File: src/rtl/serial_add_sub.sv
// Purpose: bit-serial two's-complement adder/subtractor, BITS_PER_CYCLE full-adder slices per cycle.
// Latency: WIDTH/BITS_PER_CYCLE+1 cycles from the accept cycle to out_valid_out; one operation in flight.
// Backpressure: result held in DONE until out_ready_in; in_ready_out only in IDLE, so min issue interval is WIDTH/BITS_PER_CYCLE+2.
module serial_add_sub #(
    parameter int WIDTH          = 8,
    parameter int BITS_PER_CYCLE = 1   // WIDTH must be an integer multiple of this
) (
    input  logic             clk_in,
    input  logic             rst_n_in,
    input  logic             in_valid_in,
    output logic             in_ready_out,
    input  logic [WIDTH-1:0] a_in,
    input  logic [WIDTH-1:0] b_in,
    input  logic             carry_in,
    input  logic             sub_in,
    output logic             out_valid_out,
    input  logic             out_ready_in,
    output logic [WIDTH-1:0] sum_out,
    output logic             carry_out,
    output logic             overflow_out
);

    localparam int STEPS = WIDTH / BITS_PER_CYCLE;
    localparam int CW    = (STEPS > 1) ? $clog2(STEPS) : 1;
    localparam logic [CW-1:0] LAST_STEP = CW'(STEPS - 1);

    typedef enum logic [1:0] {
        IDLE = 2'd0,
        RUN  = 2'd1,
        DONE = 2'd2
    } state_t;

    state_t                    state;
    logic [WIDTH-1:0]          a_q;
    logic [WIDTH-1:0]          b_q;      // already inverted for subtraction
    logic [WIDTH-1:0]          sum_q;
    logic                      carry_q;  // chain carry between cycles
    logic [CW-1:0]             cnt_q;
    logic                      ready_q;
    logic                      valid_q;
    logic                      co_q;
    logic                      ov_q;

    logic [BITS_PER_CYCLE-1:0] slice_sum;
    logic [BITS_PER_CYCLE:0]   chain;
    logic [WIDTH-1:0]          a_nxt;
    logic [WIDTH-1:0]          b_nxt;
    logic [WIDTH-1:0]          sum_nxt;

    // Ripple chain over the low BITS_PER_CYCLE operand bits, plus next shift-register contents.
    always_comb begin
        slice_sum = '0;
        chain     = '0;
        chain[0]  = carry_q;
        for (int i = 0; i < BITS_PER_CYCLE; i++) begin
            slice_sum[i]  = a_q[i] ^ b_q[i] ^ chain[i];
            chain[i + 1]  = (a_q[i] & b_q[i]) | (chain[i] & (a_q[i] ^ b_q[i]));
        end
        a_nxt   = a_q >> BITS_PER_CYCLE;
        b_nxt   = b_q >> BITS_PER_CYCLE;
        sum_nxt = sum_q >> BITS_PER_CYCLE;
        sum_nxt[WIDTH-1 -: BITS_PER_CYCLE] = slice_sum;
    end

    // Control FSM and datapath registers; every output comes straight from a flop.
    always_ff @(posedge clk_in or negedge rst_n_in) begin
        if (!rst_n_in) begin
            state   <= IDLE;
            a_q     <= '0;
            b_q     <= '0;
            sum_q   <= '0;
            carry_q <= 1'b0;
            cnt_q   <= '0;
            ready_q <= 1'b0;
            valid_q <= 1'b0;
            co_q    <= 1'b0;
            ov_q    <= 1'b0;
        end else begin
            case (state)
                IDLE: begin
                    // First edge after reset only raises ready; accepts need ready already high.
                    ready_q <= 1'b1;
                    if (ready_q && in_valid_in) begin
                        a_q     <= a_in;
                        b_q     <= sub_in ? ~b_in : b_in;
                        carry_q <= sub_in ? 1'b1 : carry_in;
                        cnt_q   <= '0;
                        ready_q <= 1'b0;
                        state   <= RUN;
                    end
                end
                RUN: begin
                    a_q     <= a_nxt;
                    b_q     <= b_nxt;
                    sum_q   <= sum_nxt;
                    carry_q <= chain[BITS_PER_CYCLE];
                    cnt_q   <= cnt_q + CW'(1);
                    if (cnt_q == LAST_STEP) begin
                        // Last group holds the MSB: capture its carry-out and signed overflow.
                        co_q    <= chain[BITS_PER_CYCLE];
                        ov_q    <= chain[BITS_PER_CYCLE-1] ^ chain[BITS_PER_CYCLE];
                        valid_q <= 1'b1;
                        state   <= DONE;
                    end
                end
                DONE: begin
                    if (out_ready_in) begin
                        valid_q <= 1'b0;
                        ready_q <= 1'b1;
                        state   <= IDLE;
                    end
                end
                default: begin
                    valid_q <= 1'b0;
                    ready_q <= 1'b0;
                    state   <= IDLE;
                end
            endcase
        end
    end

    assign in_ready_out  = ready_q;
    assign out_valid_out = valid_q;
    assign sum_out       = sum_q;
    assign carry_out     = co_q;
    assign overflow_out  = ov_q;

endmodule

File: config.mk
export PLATFORM = sky130hd
export DESIGN_NAME = serial_add_sub
export DESIGN_NICKNAME = d
export VERILOG_FILES = /design/src/rtl/serial_add_sub.sv
export SDC_FILE = /design/constraint.sdc
export NUM_CORES = 1
export LEC_CHECK = 0
export CORE_MARGIN = 8
export CORE_UTILIZATION = 54
export DETAILED_ROUTE_END_ITERATION = 10
export GPL_ROUTABILITY_DRIVEN = 0
export GPL_TIMING_DRIVEN = 0
export PLACE_DENSITY = 0.84
export SYNTH_ARGS = -nofsm -noshare
export SYNTH_HDL_FRONTEND = slang
export SYNTH_SLANG_ARGS = --single-unit
File: constraint.sdc
create_clock -name clk_in -period 2.2 [get_ports clk_in]
set_input_delay 0.66 -clock clk_in [delete_from_list [all_inputs] [get_ports clk_in]]
set_output_delay 0.66 -clock clk_in [all_outputs]
set_load 0.05 [all_outputs]
* After elaboration in Yosys (flattened, before gate mapping)
Index checks and enable logic that the tools add are counted.
Storage, ports and cells: bits of input ports 22, register bits 34, output and inout bits 12
Operators by class: equality and inequality tests 6, $add $sub $neg 1, reductions and logical operators 8, muxes and demuxes 20, bitwise gates (word level) 9
Operator list (number):
- $pmux W8 S2 | 2
- $mux W8 | 3
- $not A8 Y8 | 1
- $mux W1 | 6
- $mux W2 | 3
- $ne A2 B2 Y1 const B | 3
- $pmux W1 S3 | 2
- $pmux W2 S3 | 1
- $pmux W3 S2 | 1
- $reduce_and A2 Y1 | 3
- $reduce_and A3 Y1 | 2
- $add A3 B1 Y3 const B | 1
- $eq A3 B3 Y1 const B | 1
- $mux W3 | 1
- $xor A1 B1 Y1 | 3
- $and A1 B1 Y1 | 2
- $eq A2 B1 Y1 const B | 1
- $eq A2 B2 Y1 const B | 1
- $logic_not A2 Y1 | 1
- $not A1 Y1 | 2
- $pmux W1 S2 | 1
- $reduce_bool A2 Y1 | 1
- $logic_and A1 B1 Y1 | 1
- $or A1 B1 Y1 | 1

* Depth between registers and ports, before layout
depth in word-level cells 4, mapped depth 6, depth with buffers taken out 4

* Least setup slack after synthesis
No wires, ideal clock.
path type flip-flop to flip-flop, start register ready_q, in the netlist in_ready_out, end register a_q[7], clock period less this slack 1.516 ns, path slack 0.684 ns, cell stages (with the launch flop) 5, arrival 1.395 ns, data required time 2.079 ns, library setup time 0.121 ns, buffers on the path 1, path through dfrtp_1 a21oi_4 or2_4 buf_6 a22o_1
On the way: word-level cells in the longest chain between the ends 3
Ends and longest elaborated chain:
- from (decl) | RTL line 39 | logic ready_q;
- from (signal assigned) | RTL line 74 | ready_q <= 1'b0;
- from (signal assigned) | RTL line 82 | ready_q <= 1'b1;
- from (signal assigned) | RTL line 88 | ready_q <= 1'b0;
- $logic_and A1 B1 Y1 | RTL line 83 | if (ready_q && in_valid_in) begin
- $ne A2 B2 Y1 (no source line)
- $reduce_and A2 Y1 (no source line)
- to (signal assigned) | RTL line 84 | a_q <= a_in;
- to (signal assigned) | RTL line 93 | a_q <= a_nxt;
- to (decl) | RTL line 34 | logic [WIDTH-1:0] a_q;
No other way between the ends. A chain may end at the register's enable or synchronous reset.

* Worst setup path in the final report
start register ready_q, in the netlist in_ready_out, end output in_ready_out
RTL lines:
- to (decl) | RTL line 11 | output logic in_ready_out,
No word-level cell between the ends.

==> results.ini <==
[grt]
antenna_found_initial = 0
grt_pass1_vias = 1240
grt_pass1_wl_um = 5620
grt_overflow = 0
grt_start_max_net_pins = 35
grt_usage_pct = 13.9

[job]
maxCapViolations = 0

[cts]
cts_inserted_buffers = 5
cts_root_buffer = clkbuf_4
clk_latency_ps = 320
cts_max_level = 2
clock-sinks = 34
cts_tree = built
path_clk_slew_ps = 100
holdBufCountCts = 0
clock_path_buffers = 2

[outcome]
status = finished, final reports clean

[timing]
relSlewSlack_pct = 51.6
layout_setup_ws_ps = 160
clock.fmax_mhz = 490
period_minus_slack_ps = 2040
skew_ps = 5.70
rsz0062_at_grt = no
slew_violations = 0
hold_violations = 0
finalSetupViolCount = 0
period_share_pct = 92.7
worst_pin_slew_ps = 725

[setup_path]
worstSetupStartpointType = register
critPathBufInv = 1
cp-startpoint = in_ready_out
cp_data_required_time_ps = 1540
crit_chain = dlygate4sd2_1
endpoint_kind = output pin
max_stage_delay_ps = 570
crit_family = buffers and inverters
crit_type = register to output pin
worstPathArrival_ps = 1380
crit_path_top_delay_cell = dlygate4sd2_1
reg2reg_from = a_q[0]
critPathMaxFanout = 6

[power]
p_leak_nw = 0.970
p_comb_share_pct = 53.1
power_density_nw_per_um2 = 1530
p_sw_w = 0.00131
switching_share_pct = 42.2
clock_power_share_pct = 11.3
irDropWorstVdd_mv = 0.974
p_int_w = 0.00180
pwr-share-seq_pct = 35.7
power_w = 0.00312

[route]
drt_first_pass_iters = 4
wire_per_inst_um = 14.8
drt_iter0_drc = 76
vias = 1176
routed_wirelength_um = 3230
drc_errors = 0
via_per_inst = 5.39
postRouteAntennaNets = 0

[die]
die_w_um = 70.6
io_pins = 34
core-area_um2 = 2950
num_rows = 20
dieArea_um2 = 4990
chipHeight_um = 70.6
start_util_pct = 54.5

[place]
hpwl_um = 2460
place_ws_ps = 188
portBuffers = 32

[layout]
drive_gt1_share_pct = 17.3
layout.nets = 209
final_util_pct = 69.0
diodes = 0
area_growth_pct = 26.6

[synthesis]
synth.net_count = 170
synth_area_leaders = dfrtp_1 53%, nand2_1 8.2%, o221a_2 5.6%, mux2i_1 4.4%, xnor2_1 4.4%
avgSynthCellArea_um2 = 11.1
seq_area_frac_synth_pct = 52.8
yosys_warnings = 0
synth_area_leader_cell = dfrtp_1
syn_inst = 145
syn_area_um2 = 1610
synth_seq_cells = 34
netlist.area_leader.share_pct = 52.8
yosysUniqueCellTypes = 29

[worst_hold_path]
min_path_type = input port to asynchronous set/reset pin

path summary, 6_finish.rpt:
| kind | depth (start not counted) | end | slack [ps] |
|---|---|---|---|
| max | 1 | in_ready_out | 160 |
| min | 1 | sum_out[1] | 380 |
| max reg2reg | 3 | overflow_out | 760 |
| min reg2reg | 2 | sum_out[0] | 480 |
| max in group asynchronous | 1 | a_q[7] | 1350 |
| min in group clk_in | 2 | sum_out[0] | 480 |
layout by cell type (no fill, tap or decap), drive strengths merged:
| master | count |
|---|---|
| xnor2 | 8 |
| xor2 | 1 |
| mux2i | 7 |
| ha | 2 |
| and4bb | 1 |
| fa | 1 |
| mux2 | 3 |
| nand2 | 35 |
| a211oi | 1 |
| nand2b | 2 |
| a22o | 3 |
| clkdlybuf4s50 | 19 |
| buf | 8 |
| a21oi | 3 |
| clkinv | 1 |
| and2b | 1 |
| o221a | 8 |
| clkbuf | 9 |
| dfrtp | 34 |
| o21ai | 17 |
| dlygate4sd2 | 5 |
| o31ai | 1 |
| nor2 | 6 |
| or2 | 1 |
| or2b | 1 |
| dlymetal6s2s | 7 |
sequential cells by signal, indices dropped and copies added (netlist names):
name,cells
sum_out,8
a_q,8
cnt_q,3
b_q,8
state,2
overflow_out,1
carry_q,1
in_ready_out,1
out_valid_out,1
carry_out,1
per-layer routing:
| layer | up-vias | GRT usage (%) | wire, um |
|---|---|---|---|
| li1 | 575 | - | - |
| met1 | 568 | 15.4 | 1310 |
| met2 | 31 | 23.5 | 1720 |
| met3 | 2 | 5.79 | 179 |
| met4 | 0 | 4.39 | 19 |
| met5 | - | 0 | 0 |
kinds of logic (layout without fill, tap and decap cells):
logic type               Yosys count  after routing  synth area share [%]
buffers and inverters              9             49                  5.05
AND/OR/NAND/NOR                   47             47                  12.9
multiplexers                      10             10                  6.45
flip-flops                        34             34                  52.8
AO/OA/AOI/OAI                     33             33                  15.1
XOR/XNOR                           9              9                  4.90
adder cells (fa/ha/maj)            3              3                  2.80
metrics by stage:
| step | hold slack [ps] | instance area [um^2] | TNS, ps | cells |
|---|---|---|---|---|
| floorplan | 364 | 1610 | 0 | 145 |
| global placement | 460 | 1970 | -5620 | 210 |
| detailed placement | 462 | 1970 | 0 | 210 |
| CTS | 397 | 2020 | 0 | 218 |
| global route | 420 | 2040 | 0 | 218 |
| finish | 379 | 2040 | 0 | 218 |
cell type report:
| cell class | count | area, um^2 |
|---|---|---|
| Clock buffer | 7 | 55.1 |
| Sequential cell | 34 | 851 |
| Timing Repair Buffer | 32 | 327 |
| Tap cell | 33 | 41.3 |
| Clock inverter | 1 | 5.00 |
| Buffer | 9 | 81.3 |
| Multi-Input combinational cell | 102 | 678 |
| Fill cell | 244 | 915 |
power groups by stage:
stage | registers (W) | clock network [W] | logic (W)
after floorplan | 0.00143 | 0 | 0.000921
after global placement | 0.00111 | 0 | 0.00164
after detailed placement | 0.00113 | 0 | 0.00170
after CTS | 0.00112 | 0.000366 | 0.00168
after global routing | 0.00115 | 0.000397 | 0.00181
final | 0.00111 | 0.000351 | 0.00165
repair_timing:
item / 4_1_cts / 5_1_grt
resized for setup: 5 / 7
endpoints found under the setup margin: 5 / 7
gates cloned: 0 / 0
pin swaps: 0 / 0
setup buffers: 0 / 0
synthesized netlist by cell type (all sizes together):
cell,instances
or2,1
buf,7
and2b,1
a22o,3
xor2,1
dfrtp,34
mux2,3
fa,1
or2b,1
nand2,35
a211oi,1
o21ai,17
nand2b,2
and4bb,1
ha,2
o31ai,1
a21oi,3
o221a,8
clkbuf,2
nor2,6
mux2i,7
xnor2,8
Power figures use the tool's default switching activity.
